===== config.mk =====
export PLATFORM = sky130hd
export DESIGN_NAME = fetch_pc_unit
export DESIGN_NICKNAME = d
export VERILOG_FILES = /design/src/rtl/fetch_pc_unit.sv
export SDC_FILE = /design/constraint.sdc
export NUM_CORES = 1
export LEC_CHECK = 0
export ABC_AREA = 1
export CAP_MARGIN = 10
export CORE_MARGIN = 2
export CORE_UTILIZATION = 35
export DETAILED_ROUTE_END_ITERATION = 12
export PLACE_DENSITY = 0.66
export SETUP_SLACK_MARGIN = 0.4
export SYNTH_ARGS = -nofsm -noshare
export SYNTH_HDL_FRONTEND = slang
export SYNTH_SLANG_ARGS = --single-unit

===== constraint.sdc =====
create_clock -name CLK -period 1.8 [get_ports CLK]
set_input_delay 0.54 -clock CLK [delete_from_list [all_inputs] [get_ports CLK]]
set_output_delay 0.54 -clock CLK [all_outputs]
set_load 0.02 [all_outputs]

===== src/rtl/fetch_pc_unit.sv =====
// Instruction-fetch front end: PC register, instruction-memory read
// handshake, IF/ID latch, miss draining, redirect and halt handling.
module fetch_pc_unit #(
    parameter int unsigned          WORD_W  = 32,
    parameter logic [WORD_W-1:0]    PC_INIT = '0
) (
    input  logic                CLK,
    input  logic                RST,
    input  logic                ihit,
    input  logic [WORD_W-1:0]   imemload,
    input  logic                pc_mux,
    input  logic [WORD_W-1:0]   final_memaddr,
    input  logic                pc_cntrl,
    input  logic                halt,
    output logic                imemREN,
    output logic [WORD_W-1:0]   imemaddr_req,
    output logic                if_valid,
    output logic [WORD_W-1:0]   if_instr,
    output logic [WORD_W-1:0]   if_pc,
    output logic [WORD_W-1:0]   if_npc
);

    typedef enum logic [1:0] {
        RUN    = 2'd0,
        DRAIN  = 2'd1,
        HALTED = 2'd2
    } state_t;

    localparam logic [WORD_W-1:0] PC_STEP = WORD_W'(4);

    state_t             state, state_n;
    logic [WORD_W-1:0]  pc, pc_n;
    logic [WORD_W-1:0]  stash, stash_n;
    logic               if_valid_n;
    logic [WORD_W-1:0]  if_instr_n, if_pc_n, if_npc_n;
    logic [WORD_W-1:0]  target;
    logic [WORD_W-1:0]  pc_plus4;

    // Redirect targets are word aligned; PC increment wraps naturally.
    always_comb begin
        target   = {final_memaddr[WORD_W-1:2], 2'b00};
        pc_plus4 = pc + PC_STEP;
    end

    // Next-state and next-register values; priority halt > pc_mux > pc_cntrl > ihit.
    always_comb begin
        state_n    = state;
        pc_n       = pc;
        stash_n    = stash;
        if_valid_n = if_valid;
        if_instr_n = if_instr;
        if_pc_n    = if_pc;
        if_npc_n   = if_npc;
        case (state)
            RUN: begin
                if (halt) begin
                    state_n    = HALTED;
                    if_valid_n = 1'b0;
                end else if (pc_mux) begin
                    if_valid_n = 1'b0;
                    if (ihit) begin
                        pc_n = target;
                    end else begin
                        // Miss in flight: let it finish on the old address.
                        stash_n = target;
                        state_n = DRAIN;
                    end
                end else if (!pc_cntrl && ihit) begin
                    if_instr_n = imemload;
                    if_pc_n    = pc;
                    if_npc_n   = pc_plus4;
                    if_valid_n = 1'b1;
                    pc_n       = pc_plus4;
                end
            end
            DRAIN: begin
                if_valid_n = 1'b0;
                if (halt) begin
                    state_n = HALTED;
                end else if (ihit) begin
                    pc_n    = pc_mux ? target : stash;
                    state_n = RUN;
                end else if (pc_mux) begin
                    stash_n = target;
                end
            end
            HALTED: begin
                if_valid_n = 1'b0;
            end
            default: begin
                state_n = RUN;
            end
        endcase
    end

    // State and datapath registers with synchronous reset.
    always_ff @(posedge CLK) begin
        if (RST) begin
            state    <= RUN;
            pc       <= PC_INIT;
            stash    <= '0;
            if_valid <= 1'b0;
            if_instr <= '0;
            if_pc    <= '0;
            if_npc   <= '0;
        end else begin
            state    <= state_n;
            pc       <= pc_n;
            stash    <= stash_n;
            if_valid <= if_valid_n;
            if_instr <= if_instr_n;
            if_pc    <= if_pc_n;
            if_npc   <= if_npc_n;
        end
    end

    // Memory request: the PC is the in-flight address in both RUN and DRAIN.
    always_comb begin
        imemREN      = !RST && (state != HALTED);
        imemaddr_req = pc;
    end

endmodule


== After elaboration in Yosys (flattened, before gate mapping) ==
Cells that the tools add are included.

* Logic and storage cells: 63
* Output and inout port bits: 130
* Bits in registers: 163
* Input bits: 70

* Reductions and logical operators: 13
* $add $sub $neg: 1
* Eq/ne operators: 15
* Multiplexer cells: 24
* Bitwise operators: 3

{| class="wikitable"
|+ Operators by type and width
! cell !! number
|-
| $mux W32 || 12
|-
| $pmux W32 S2 || 2
|-
| $add A32 B3 Y32 const B || 1
|-
| $ne A3 B3 Y1 const B || 5
|-
| $ne A2 B2 Y1 const B || 7
|-
| $reduce_and A6 Y1 || 2
|-
| $mux W2 || 5
|-
| $reduce_and A4 Y1 || 2
|-
| $pmux W2 S3 || 1
|-
| $ne A4 B4 Y1 const B || 1
|-
| $reduce_bool A2 Y1 || 2
|-
| $mux W1 || 3
|-
| $not A1 Y1 || 3
|-
| $eq A2 B1 Y1 const B || 1
|-
| $eq A2 B2 Y1 const B || 1
|-
| $logic_and A1 B1 Y1 || 2
|-
| $logic_not A1 Y1 || 2
|-
| $logic_not A2 Y1 || 1
|-
| $pmux W1 S2 || 1
|-
| $reduce_and A2 Y1 || 1
|-
| $reduce_or A2 Y1 || 1
|}

== Logic depth before layout (Yosys ltp) ==
* Depth after elaboration: 6
* Depth in mapped cells: 11
* Gate-level depth less buffers: 11

== Least setup slack after synthesis ==
Ideal clock, no wire load.

* Path type: register -> register
* From: register pc[2], in the netlist imemaddr_req[2]
* To: register if_npc[22]
* Arrival time: 1500 ps
* Buffers on the path: 0
* Setup time: 113 ps
* Setup slack: 186 ps
* Cell stages (with the launch flop): 11
* Clock period less this slack: 1614 ps
* Data required time: 1687 ps
* Cell sequence: dfxtp_1 -> ha_1 -> nand2_2 -> nor2_4 -> nand2_4 -> nor2_4 -> nand2_1 -> nand2_1 -> nand2_1 -> o21ai_1 -> inv_1

* Cells in the longest elaborated chain, start to end: 1

{| class="wikitable"
|+ Ends and longest elaborated chain
! element !! RTL line !! RTL
|-
| from (decl) || 32 || <nowiki>logic [WORD_W-1:0] pc, pc_n;</nowiki>
|-
| from (signal assigned) || 108 || <nowiki>pc <= pc_n;</nowiki>
|-
| $add A32 B3 Y32 || 42 || <nowiki>pc_plus4 = pc + PC_STEP;</nowiki>
|-
| to (signal assigned) || 113 || <nowiki>if_npc <= if_npc_n;</nowiki>
|-
| to (decl) || 20 || <nowiki>output logic [WORD_W-1:0] if_npc</nowiki>
|}

Every way passes these cells.
A chain may end at the register's enable or synchronous reset.

== Worst setup path after layout ==
* From: register state[1]
* To: register pc[19], in the netlist imemaddr_req[19]

* Cells in the longest elaborated chain, start to end: 3
* Elaborated cells on any way between the ends: 10
* Those cells by class: 6 x eq/ne; 1 x mux; 3 x reduce/logical

{| class="wikitable"
|+ Ends and longest elaborated chain
! element !! RTL line !! RTL
|-
| from (decl) || 31 || <nowiki>state_t state, state_n;</nowiki>
|-
| from (signal assigned) || 107 || <nowiki>state <= state_n;</nowiki>
|-
| $eq A2 B1 Y1 / $logic_not A2 Y1 (equally long branches) || 54 || <nowiki>case (state)</nowiki>
|-
| $ne A2 B2 Y1 (no line) (tied with other cells) || n/a ||
|-
| $reduce_and A6 Y1 (no line) || n/a ||
|}

Several ways; a longest one is shown, not always the timed one.

==> out/metrics.cfg <==
[outcome]
outcome=finished clean

[cts]
path_clk_slew_ns=0.07
h-tree-depth=4
numCtsBuffers=17
cts.sinks=161
cts_tree=done
cts-root-buf=clkbuf_16
clock_latency_ns=0.43
cts_buffer_depth=2
hold_buffers=0

[setup_path]
cp_common_cell=inv_6
worst-path-stages=11
crit_chain=buf_6 -> inv_6 -> ha_4 -> inv_4 -> nor2_4 -> nand2_2 -> o211ai_4 -> inv_6 -> buf_12 -> o21ai_1 -> a21oi_1
timing.rr.start=state[1]
ff2ff_path_depth=11
crit_family=buffers and inverters
worstPathRequired_ns=2.11
cp_data_arrival_time_ns=2.06
critPathKind=flip-flop to flip-flop
regToRegSetupSlack_ns=0.05
critPathMaxStageDelay_ns=0.34
start_kind=flip-flop
worst_r2r_endpoint=imemaddr_req[19]
cp-end-kind=flip-flop
slowest_stage=dfxtp_2
cp_num_buf_inv=5
critPathMaxFanout=8

[placed_design]
dp_slack_ns=-0.5833
dpl.hpwl_mm=16.98
place_inst=1483
gp_congestion=0.8537
portBuffers=197
dpl-instance-area_um2=9892

[floorplan]
start_util_pct=35.51
fp.dieArea_um2=21560
core_area_um2=20100
rows=52
dieHeight_um=146.8
io_pins=200
die_w_um=146.8

[worst_hold_path]
holdPathEnd=stash[12]
min_path_cells=2
min_path_type=flip-flop to flip-flop
hold_path_startpoint=stash[12]

[yosys]
ys_warn_count=0
synth_top_area_share_pct=45.15
yosysUniqueCellTypes=33
synthesis.nets=1084
synth.area.top_cells=dfxtp_1 45%, nor2_1 11%, o21ai_0 10%
yosysTopAreaCell=dfxtp_1
yosys_register_bits=161
syn_inst=1009
ys_seq_area_share_pct=45.15
postSynth.asyncResetShare_pct=0
syn_avg_cell_area_um2=7.076
synth_edf_count=0
yosys_most_used_dff=dfxtp_1
syn_area_um2=7139

[layout]
final_nets=1382
final_util_pct=61.41
instances_no_fill=1590
fin_area_um2=12350
nFillCells=1680
final_cell_mix=174 x nor2_1, 149 x buf_6, 142 x nand2_1
n_antenna_cell=0
area_growth_pct=72.92
layout-drive-gt1-share_pct=44.09
mostFrequentLayoutCell=nor2_1

[global_routing]
grt.total_usage_pct=23.38
grt_pass1_wl_mm=39.85
antenna_found_initial=1
grt_pass1_vias=7598
grt.overflow.total=0
grt_max_degree=53

[drt]
drt_first_pass_iters=5
wl_mm=27.54
drt_iter0_drc=462
vias=7931
ant_nets=0
drc=0
wl_per_cell_um=17.32
avgViaCountPerCell=4.988

[sta]
slew_headroom_pct=75.50
rsz0062_at_grt=yes
max_freq_mhz=570.2
finClkSkew_ns=0.008848
final.setup.tns_ns=0
finalCriticalPeriod_ns=1.754
period_share_pct=97.44
slew_violations=0
setup_viol=0
tightest_slew_ns=0.3657
whs_ns=0.4425
fin_ws_ns=0.04609
hold_violations=0

[pwr]
p_sw_mw=4.115
p_int_mw=8.101
p_sw_share_pct=33.69
power_density_nw_per_um2=989.5
p_seq_share_pct=35.9
pwr-share-clk_pct=30.7
peakVddDrop_v=0.0007440
total_power_mw=12.22
p_leak_nw=5.378
pwr-share-comb_pct=33.4

[job]
cap_violations=0

==> cell type report <==
cell class,count,area [um2],share of cell area (%)
multi-input cells,693,3779,30.61
repair buffers,337,3775,30.58
flip-flops and latches,161,3452,27.96
clock buffers,19,452.9,3.669
inverters,96,391.6,3.172
well taps,270,337.8,2.736
clock inverters,13,151.4,1.226
repair inverters,1,6.256,0.05067
==> power groups by stage <==
stage	logic (mW)	registers [mW]	clock network, mW
global placement	2.97	4.34	0
global route	4.34	4.42	3.94
CTS	3.57	4.37	3.77
finish	4.08	4.39	3.74
floorplan	1.31	4.61	0
detailed placement	3.00	4.34	0
==> registers in the layout (all words and copies together), names as in the netlist <==
signal / count
if_instr: 32
if_pc: 32
imemaddr_req: 32
stash: 32
if_npc: 30
state: 2
if_valid: 1
==> worst min-delay path: cells and delay by family (launching register included) <==
| kind | cells | cell delay (ns) |
|---|---|---|
| flip-flops | 1 | 0.30 |
| buffers and inverters | 1 | 0.05 |
| AO/OA/AOI/OAI | 1 | 0.05 |
==> kinds of logic after synthesis <==
kind of cell / synth area share [%]
buf+inv: 9.148
fa+ha+maj: 0.8763
xor+xnor: 1.840
simple gates: 23.68
flops: 45.15
compound gates: 19.31
==> cells in the mapped netlist, types with 11 or more instances <==
| library cell | count |
|---|---|
| a21oi_1 | 82 |
| nand3_1 | 23 |
| buf_4 | 11 |
| clkbuf_1 | 24 |
| nor2_1 | 201 |
| o21ai_0 | 149 |
| dfxtp_1 | 161 |
| buf_2 | 24 |
| nand2_1 | 149 |
| xor2_1 | 13 |
| o21ai_1 | 24 |
| inv_1 | 88 |
==> metal layers <==
metal	vias to the layer above	share of wire [%]	global-route usage, %
met1	3706	41	28.72
li1	3858	-	-
met5	-	0.058	0
met4	2	3.6	10.39
met2	302	48	37.72
met3	63	7.6	7.360
==> worst max path at each step <==
stage,startpoint,end
3_3_place_gp,RST,imemREN
3_5_place_dp,RST,imemREN
5_1_grt,imemaddr_req[2],imemaddr_req[16]
6_report,state[1],imemaddr_req[19]
2_1_floorplan,pc_mux,imemaddr_req[11]
4_1_cts,state[0],imemREN
==> repair_timing <==
item | in CTS | in global routing
setup endpoints to repair | 291 | 291
pin swaps | 11 | 45
cloned | 7 | 12
buffers inserted | 32 | 24
resized for setup | 977 | 181
Note: power is estimated with default switching activity, not from simulation.
